`config.mk`:
```
export PLATFORM = sky130hd
export DESIGN_NAME = param_processor
export DESIGN_NICKNAME = d
export VERILOG_FILES = /design/src/rtl/param_processor.sv
export SDC_FILE = /design/constraint.sdc
export NUM_CORES = 1
export LEC_CHECK = 0
export BUFFER_PORTS_ARGS = -buffer_cell sky130_fd_sc_hd__buf_2
export CAP_MARGIN = 10
export CELL_PAD_IN_SITES_DETAIL_PLACEMENT = 0
export CELL_PAD_IN_SITES_GLOBAL_PLACEMENT = 1
export CORE_UTILIZATION = 42
export CTS_CLUSTER_SIZE = 40
export DETAILED_ROUTE_END_ITERATION = 12
export GPL_TIMING_DRIVEN = 0
export PLACE_DENSITY = 0.8
export SYNTH_ARGS = -nofsm -noshare
export SYNTH_HDL_FRONTEND = slang
export SYNTH_SLANG_ARGS = --single-unit
```
`constraint.sdc`:
```
create_clock -name clk -period 3.3 [get_ports clk]
set_clock_uncertainty 0.2 [all_clocks]
set_input_delay 0.495 -clock clk [delete_from_list [all_inputs] [get_ports clk]]
set_output_delay 0.495 -clock clk [all_outputs]
set_load 0.02 [all_outputs]
```
`src/rtl/param_processor.sv`:
```
// param_processor
//   Multicycle register-file CPU core. One shared memory port carries all
//   instruction, operand and data traffic using a request/acknowledge
//   handshake that tolerates any number of wait states. Adds Z/C flags,
//   BRZ/BRC conditional branches and a HALT / illegal-opcode trap.
//
// Ports
//   clk        clock, all state changes on rising edge
//   reset      synchronous, active-high
//   mem_rd     read request, held until mem_ack
//   mem_wr     write request, held until mem_ack
//   mem_addr   request address
//   mem_wdata  write data (valid while mem_wr=1)
//   mem_rdata  read data, sampled in the mem_ack cycle
//   mem_ack    completes the pending request this cycle
//   halted     core stopped (HALT or illegal opcode)
//   error      core stopped on an illegal opcode
//   pc         current program counter (debug)
//
// state   | meaning
// --------+------------------------------------------------------------
// FETCH   | read instruction word at PC
// DECODE  | run NOP/ALU/HALT, resolve branch condition, pick next path
// OPER    | read operand word at PC (branch target or data address)
// DATA    | RD: read mem[AR] into R[d]; WR: write R[s] to mem[AR]
// HALTED  | stopped, no requests, left only by reset

module param_processor #(
  parameter int                NREG     = 4,
  parameter int                DATA_W   = 8,
  parameter logic [DATA_W-1:0] RESET_PC = '0
) (
  input  logic              clk,
  input  logic              reset,
  output logic              mem_rd,
  output logic              mem_wr,
  output logic [DATA_W-1:0] mem_addr,
  output logic [DATA_W-1:0] mem_wdata,
  input  logic [DATA_W-1:0] mem_rdata,
  input  logic              mem_ack,
  output logic              halted,
  output logic              error,
  output logic [DATA_W-1:0] pc
);

  localparam int RSEL_W = $clog2(NREG);

  localparam logic [3:0] OP_NOP  = 4'd0;
  localparam logic [3:0] OP_ADD  = 4'd1;
  localparam logic [3:0] OP_SUB  = 4'd2;
  localparam logic [3:0] OP_AND  = 4'd3;
  localparam logic [3:0] OP_NOT  = 4'd4;
  localparam logic [3:0] OP_RD   = 4'd5;
  localparam logic [3:0] OP_WR   = 4'd6;
  localparam logic [3:0] OP_BR   = 4'd7;
  localparam logic [3:0] OP_BRZ  = 4'd8;
  localparam logic [3:0] OP_BRC  = 4'd9;
  localparam logic [3:0] OP_HALT = 4'd15;

  typedef enum logic [2:0] {
    S_FETCH,
    S_DECODE,
    S_OPER,
    S_DATA,
    S_HALTED
  } state_t;

  state_t              r_state;
  state_t              w_state_nx;
  logic [DATA_W-1:0]   r_pc;
  logic [DATA_W-1:0]   r_ir;
  logic [DATA_W-1:0]   r_ar;
  logic [DATA_W-1:0]   r_regs [NREG];
  logic                r_z;
  logic                r_c;
  logic                r_error;

  logic [3:0]          w_op;
  logic [RSEL_W-1:0]   w_src;
  logic [RSEL_W-1:0]   w_dst;
  logic [DATA_W-1:0]   w_rs;
  logic [DATA_W-1:0]   w_rd;
  logic [DATA_W:0]     w_sum;
  logic [DATA_W:0]     w_diff;
  logic [DATA_W-1:0]   w_alu;
  logic                w_alu_c;

  logic                w_req_rd;
  logic                w_req_wr;
  logic [DATA_W-1:0]   w_req_addr;
  logic [DATA_W-1:0]   w_req_wdata;
  logic                w_ir_ld;
  logic                w_pc_inc;
  logic                w_pc_ld;
  logic                w_ar_ld;
  logic                w_alu_we;
  logic                w_mem_we;
  logic                w_err_set;

  assign w_op   = r_ir[DATA_W-1 -: 4];
  assign w_src  = r_ir[2*RSEL_W-1 : RSEL_W];
  assign w_dst  = r_ir[RSEL_W-1:0];
  assign w_rs   = r_regs[w_src];
  assign w_rd   = r_regs[w_dst];

  // The extra top bit gives carry-out for ADD and, for SUB, is set exactly
  // when R[d] < R[s] unsigned (the borrow).
  assign w_sum  = {1'b0, w_rd} + {1'b0, w_rs};
  assign w_diff = {1'b0, w_rd} - {1'b0, w_rs};

  always_comb begin
    w_alu   = '0;
    w_alu_c = 1'b0;
    case (w_op)
      OP_ADD:  begin w_alu = w_sum[DATA_W-1:0];  w_alu_c = w_sum[DATA_W];  end
      OP_SUB:  begin w_alu = w_diff[DATA_W-1:0]; w_alu_c = w_diff[DATA_W]; end
      OP_AND:  w_alu = w_rd & w_rs;
      OP_NOT:  w_alu = ~w_rs;
      default: ;
    endcase
  end

  always_ff @(posedge clk) begin
    if (reset) r_state <= S_FETCH;
    else       r_state <= w_state_nx;
  end

  always_comb begin
    w_state_nx  = r_state;
    w_req_rd    = 1'b0;
    w_req_wr    = 1'b0;
    w_req_addr  = '0;
    w_req_wdata = '0;
    w_ir_ld     = 1'b0;
    w_pc_inc    = 1'b0;
    w_pc_ld     = 1'b0;
    w_ar_ld     = 1'b0;
    w_alu_we    = 1'b0;
    w_mem_we    = 1'b0;
    w_err_set   = 1'b0;
    case (r_state)
      S_FETCH: begin
        w_req_rd   = 1'b1;
        w_req_addr = r_pc;
        if (mem_ack) begin
          w_ir_ld    = 1'b1;
          w_pc_inc   = 1'b1;
          w_state_nx = S_DECODE;
        end
      end
      S_DECODE: begin
        case (w_op)
          OP_NOP:                         w_state_nx = S_FETCH;
          OP_ADD, OP_SUB, OP_AND, OP_NOT: begin
            w_alu_we   = 1'b1;
            w_state_nx = S_FETCH;
          end
          OP_RD, OP_WR, OP_BR:            w_state_nx = S_OPER;
          OP_BRZ, OP_BRC: begin
            if ((w_op == OP_BRZ) ? r_z : r_c) begin
              w_state_nx = S_OPER;
            end else begin
              // untaken: step over the target word
              w_pc_inc   = 1'b1;
              w_state_nx = S_FETCH;
            end
          end
          OP_HALT:                        w_state_nx = S_HALTED;
          default: begin
            w_err_set  = 1'b1;
            w_state_nx = S_HALTED;
          end
        endcase
      end
      S_OPER: begin
        w_req_rd   = 1'b1;
        w_req_addr = r_pc;
        if (mem_ack) begin
          if (w_op == OP_RD || w_op == OP_WR) begin
            w_ar_ld    = 1'b1;
            w_pc_inc   = 1'b1;
            w_state_nx = S_DATA;
          end else begin
            w_pc_ld    = 1'b1;
            w_state_nx = S_FETCH;
          end
        end
      end
      S_DATA: begin
        w_req_addr = r_ar;
        if (w_op == OP_WR) begin
          w_req_wr    = 1'b1;
          w_req_wdata = w_rs;
        end else begin
          w_req_rd    = 1'b1;
        end
        if (mem_ack) begin
          w_mem_we   = (w_op == OP_RD);
          w_state_nx = S_FETCH;
        end
      end
      S_HALTED: ;
      default:  w_state_nx = S_FETCH;
    endcase
  end

  always_ff @(posedge clk) begin
    if (reset) begin
      r_pc    <= RESET_PC;
      r_ir    <= '0;
      r_ar    <= '0;
      r_z     <= 1'b0;
      r_c     <= 1'b0;
      r_error <= 1'b0;
      for (int i = 0; i < NREG; i++) r_regs[i] <= '0;
    end else begin
      if (w_ir_ld)       r_pc <= r_pc;
      if (w_pc_inc)      r_pc <= r_pc + DATA_W'(1);
      else if (w_pc_ld)  r_pc <= mem_rdata;
      if (w_ir_ld)       r_ir <= mem_rdata;
      if (w_ar_ld)       r_ar <= mem_rdata;
      if (w_alu_we) begin
        r_regs[w_dst] <= w_alu;
        r_z           <= (w_alu == '0);
        r_c           <= w_alu_c;
      end
      if (w_mem_we)      r_regs[w_dst] <= mem_rdata;
      if (w_err_set)     r_error <= 1'b1;
    end
  end

  // Requests are masked while reset is high so nothing can be issued or
  // completed in a reset cycle.
  assign mem_rd    = w_req_rd & ~reset;
  assign mem_wr    = w_req_wr & ~reset;
  assign mem_addr  = reset ? '0 : w_req_addr;
  assign mem_wdata = reset ? '0 : w_req_wdata;
  assign halted    = (r_state == S_HALTED);
  assign error     = r_error;
  assign pc        = r_pc;

endmodule

```
Yosys cells after proc, flatten, opt, wreduce, memory -nomap -nowiden:

Memory sizes are Yosys's and may differ from the RTL's. A register that Yosys moved wholly into a read port is not among the register bits.
Cells that the tools add are included.

* register bits: 30
* RAM bits: 32
* input port bits: 11
* output and inout port bits: 28
* word-level logic and storage cells: 102
* memories: 1

* $add $sub $neg: 3
* equality and inequality tests: 17
* muxes and demuxes: 54
* bitwise gates (word level): 7
* reduce and logical (&&, ||, !) cells: 13

Memories
* r_regs: depth 4, bits a word 8, rd ports 2, clocked after memory_dff 2, write ports 4, RTL line 73 `logic [DATA_W-1:0] r_regs [NREG];`

Operator list (number)
* two-way mux 8 bit: 8
* one-hot mux 8 bit (4 select lines): 1
* two-way mux 1 bit: 29
* equality test 4 x 3 -> 1 bit, second input constant: 4
* one-hot mux 8 bit (2 select lines): 1
* one-hot mux 3 bit (5 select lines): 1
* two-way mux 2 bit: 7
* equality test 4 bit, second input constant: 3
* OR reduction 11 bit: 1
* adder 8 x 8 -> 9 bit: 1
* two-way mux 3 bit: 3
* one-hot mux 3 bit (3 select lines): 1
* subtractor 8 x 8 -> 9 bit: 1
* adder 8 x 1 -> 8 bit, second input constant: 1
* bitwise AND 8 bit: 1
* equality test 4 x 2 -> 1 bit, second input constant: 2
* zero test 8 bit: 1
* NOT 8 bit: 1
* OR reduction 8 bit: 1
* equality test 3 x 2 -> 1 bit, second input constant: 2
* inequality test 2 bit, second input constant: 3
* OR reduction 5 bit: 1
* equality test 4 x 1 -> 1 bit, second input constant: 1
* zero test 4 bit: 1
* other kinds (14): 18

Depth between registers and ports, before layout:

* depth after elaboration: 10
* mapped depth: 12
* depth with buffers taken out: 11

Worst setup path after synthesis:

No wires, ideal clock.

* path kind: register to register
* start: register (tool-made name)
* end: memory r_regs[2][7] (data pin)
* library setup time: 0.266 ns
* arrival: 3.050 ns
* data required time: 2.834 ns
* slack: -0.215 ns
* cell stages (with the launch flop): 12
* path buffers: 2
* clock period less this slack: 3.515 ns
* path through: dfxtp_1 clkbuf_1 mux4_2 ha_1 clkbuf_1 nor2b_1 a211oi_1 o221ai_1 mux2i_1 a211o_1 a22oi_1 nor2_1

RTL lines (RTL line)
* end, declared: 73

==> impl_metrics.yaml <==
outcome:
  status: "completed"
floorplan:
  num_rows: 36
  start_util_pct: 43.5
  core-area_um2: 9770
  dieWidth_um: 103
  fp.dieH_um: 103
  pin_count: 39
  die_area_um2: 10500
drt:
  ant_nets: 0
  num_vias: 3741
  viasPerCell: 5.69
  routedWlPerCell_um: 17.5
  first_iter_violations: 228
  wl_mm: 11.5
  drc: 0
  firstDrtPassIters: 6
global_route:
  grt_overflow_total: 0
  grt_pass1_vias: 3454
  grt_max_degree: 12
  grt_pass1_wl_mm: 17.9
  grt_antenna_before_repair: 0
  grt_use_total_pct: 22.8
sta:
  setup_ws_ns: 0.00341
  rsz0062_at_grt: "true"
  fmax_ghz: 0.303
  slew_viol_final: 0
  hold_viol: 0
  tightest_slew_ns: 1.14
  slew-limit-headroom_pct: 23.2
  fin_crit_ns: 3.30
  setup_viol_count_final: 0
  finalCritPeriodShare_pct: 99.9
  tns_ns: 0
cts:
  clkSlewWorstSetupHoldPaths_ns: 0.08
  numClockSinks: 66
  root_buffer: "clkbuf_8"
  worstSkewPairLatency_ns: 0.35
  htree_levels: 3
  hold_buffers: 0
  clockBufferDepth: 2
  cts_tree: "done"
  cts-buffers-inserted: 9
yosys:
  synth.ff_latch_count: 66
  syn_inst: 457
  seq_area_frac_synth_pct: 38.6
  yosysWarnings: 0
  syn_area_um2: 4250
  synth.avg_cell_area_um2: 9.31
  async_reset_ff_share_pct: 0
  synth_edf_count: 32
  syn-num-nets: 488
  synth_flop_cell: "dfxtp_1"
  synth_cell_type_count: 61
placed_design:
  dp_slack_ns: -0.518
  port_buffers: 37
  gp_congestion: 0.843
  placed_area_um2: 4610
  dp_hpwl_mm: 8.19
  placed_cells: 627
final_layout:
  area_growth_pct: 23.5
  layout_commonest_cell: "nor2_1"
  instances_no_fill: 658
  final_util_pct: 53.7
  drive_above_1_share_pct: 26.9
  n_antenna_cell: 0
  final_nets: 551
  final_cell_mix: "57 x nor2_1, 44 x nand2_1, 42 x buf_2, 32 x edfxtp_1"
  final_area_um2: 5250
setup_path:
  critPathMaxFanout: 5
  worstPathBufferInverterCount: 2
  crit_arrival_ns: 3.18
  critPathTopFamily: "compound AO/OA/AOI/OAI gates"
  critPathSlowestCell: "mux4_2"
  cp.required_ns: 3.18
  crit_path_end_kind: "register"
  cp_slowest_stage_delay_ns: 0.59
  crit_chain: "buf_8 -> buf_12 -> mux4_2 -> ha_4 -> or4_4 -> o221ai_2 -> mux2i_1 -> a211o_1 -> a22oi_2 -> nor2_1"
  startpoint_type: "register"
  path_class: "reg2reg"
job:
  maxCapViolations: 0
pwr:
  irDropWorstVdd_mv: 0.295
  p_per_area_nw_per_um2: 416
  p_sw_mw: 0.625
  power_frac_seq_pct: 41.5
  leakage_nw: 2.12
  p_clk_share_pct: 34.9
  p_int_mw: 1.56
  pwr-share-comb_pct: 23.6
  p_sw_share_pct: 28.6
min_path:
  min_from: "mem_rdata[5]"
  holdCritPathClass: "in2reg"
-- path summary, 6_finish.rpt --
path | to | slack (ns) | cells after the start
hold / removal | r_ir[5]$_SDFFE_PP0P_ | 0.23 | 3
setup / recovery | r_regs[0][7]$_SDFFCE_PN0P_ | 0.003 | 10
hold reg to reg | register | 0.25 | 2
setup reg to reg | r_regs[0][7]$_SDFFCE_PN0P_ | 0.003 | 10
-- what timing repair did --
| action | in CTS | in global routing |
|---|---|---|
| gates resized for setup | 28 | 28 |
| endpoints found under the hold margin | 0 | 0 |
| endpoints found under the setup margin | 26 | 55 |
| setup buffers | 12 | 10 |
| pin swaps | 10 | 13 |
-- layer usage --
| metal | global-route usage [%] | share of wire [%] | wire (um) | vias to the layer above |
|---|---|---|---|---|
| met3 | 3.59 | 4.6 | 532 | 18 |
| met5 | 0 | 0 | 0 | - |
| met4 | 9.34 | 1.8 | 209 | 0 |
| met2 | 36.2 | 49 | 5620 | 105 |
| li1 | - | - | - | 1800 |
| met1 | 31.1 | 45 | 5140 | 1818 |
-- Yosys cell counts, types with 3 or more instances --
cell	count	area share (%)
a211o_1	3	0.62
a211oi_1	6	1.1
a21oi_1	35	4.1
a221oi_1	5	1.0
a22o_1	8	1.6
a22oi_1	5	0.88
a31oi_1	3	0.44
and2_1	3	0.44
and3_1	11	1.6
buf_1	3	0.26
buf_2	6	0.71
clkbuf_1	20	1.8
dfxtp_1	34	16
edfxtp_1	32	23
ha_1	18	5.3
inv_1	25	2.2
mux2i_1	12	2.8
mux4_2	16	8.5
nand2_1	44	3.9
nand2b_1	12	1.8
nand3_1	10	1.2
nor2_1	57	5.0
nor2b_1	4	0.59
nor3_1	7	0.82
nor3b_1	6	1.1
nor4_1	5	0.74
o211ai_1	6	1.1
o21ai_0	15	1.8
o221ai_1	3	0.62
or3_1	4	0.59
-- per-stage QoR --
step / hold slack (ns) / power (mW)
4_1_cts: 0.220 / 2.14
2_1_floorplan: 0.236 / 1.22
3_3_place_gp: 0.242 / 1.32
5_1_grt: 0.246 / 2.28
6_report: 0.232 / 2.18
3_5_place_dp: 0.252 / 1.32
-- state kept, by name (all words and copies together) (netlist names), named ones only --
signal and flops:
error 1, pc 8, r_ar 8, r_c 1
r_ir 8, r_regs 32, r_state 3, r_z 1
-- power by group through the flow --
stage          Clock [mW]  Sequential (mW)  Combinational (mW)
2_1_floorplan           0            0.915               0.305
3_3_place_gp            0            0.915               0.404
3_5_place_dp            0            0.917               0.408
4_1_cts             0.775            0.904               0.459
5_1_grt             0.805            0.909               0.562
6_report            0.762            0.905               0.516
-- cell families after synthesis --
family | share of synthesized area [%]
adders and majority gates | 6.24
DFF | 38.6
and+or+nand+nor | 21.2
buffers and inverters | 4.94
xor gates and xnor gates | 0.824
AOI/OAI and AO/OA | 16.6
muxes | 11.6
-- layout make-up --
type | count | area (um2)
Buffer | 22 | 113
Clock buffer | 14 | 226
Clock inverter | 2 | 10.0
Fill cell | 896 | 4520
Inverter | 25 | 93.8
Multi-Input combinational cell | 337 | 2620
Sequential cell | 66 | 1650
Tap cell | 133 | 166
Timing Repair Buffer | 59 | 379
-- worst register-to-register path: cells and delay by family, from the launching register on --
kind,cells,cell delay [ns]
adder cells (fa/ha/maj),1,0.21
multiplexers,2,0.72
AO/OA/AOI/OAI,3,0.77
flip-flops,1,0.35
buffers and inverters,2,0.25
AND/OR/NAND/NOR,2,0.55
Power figures use the tool's default switching activity.
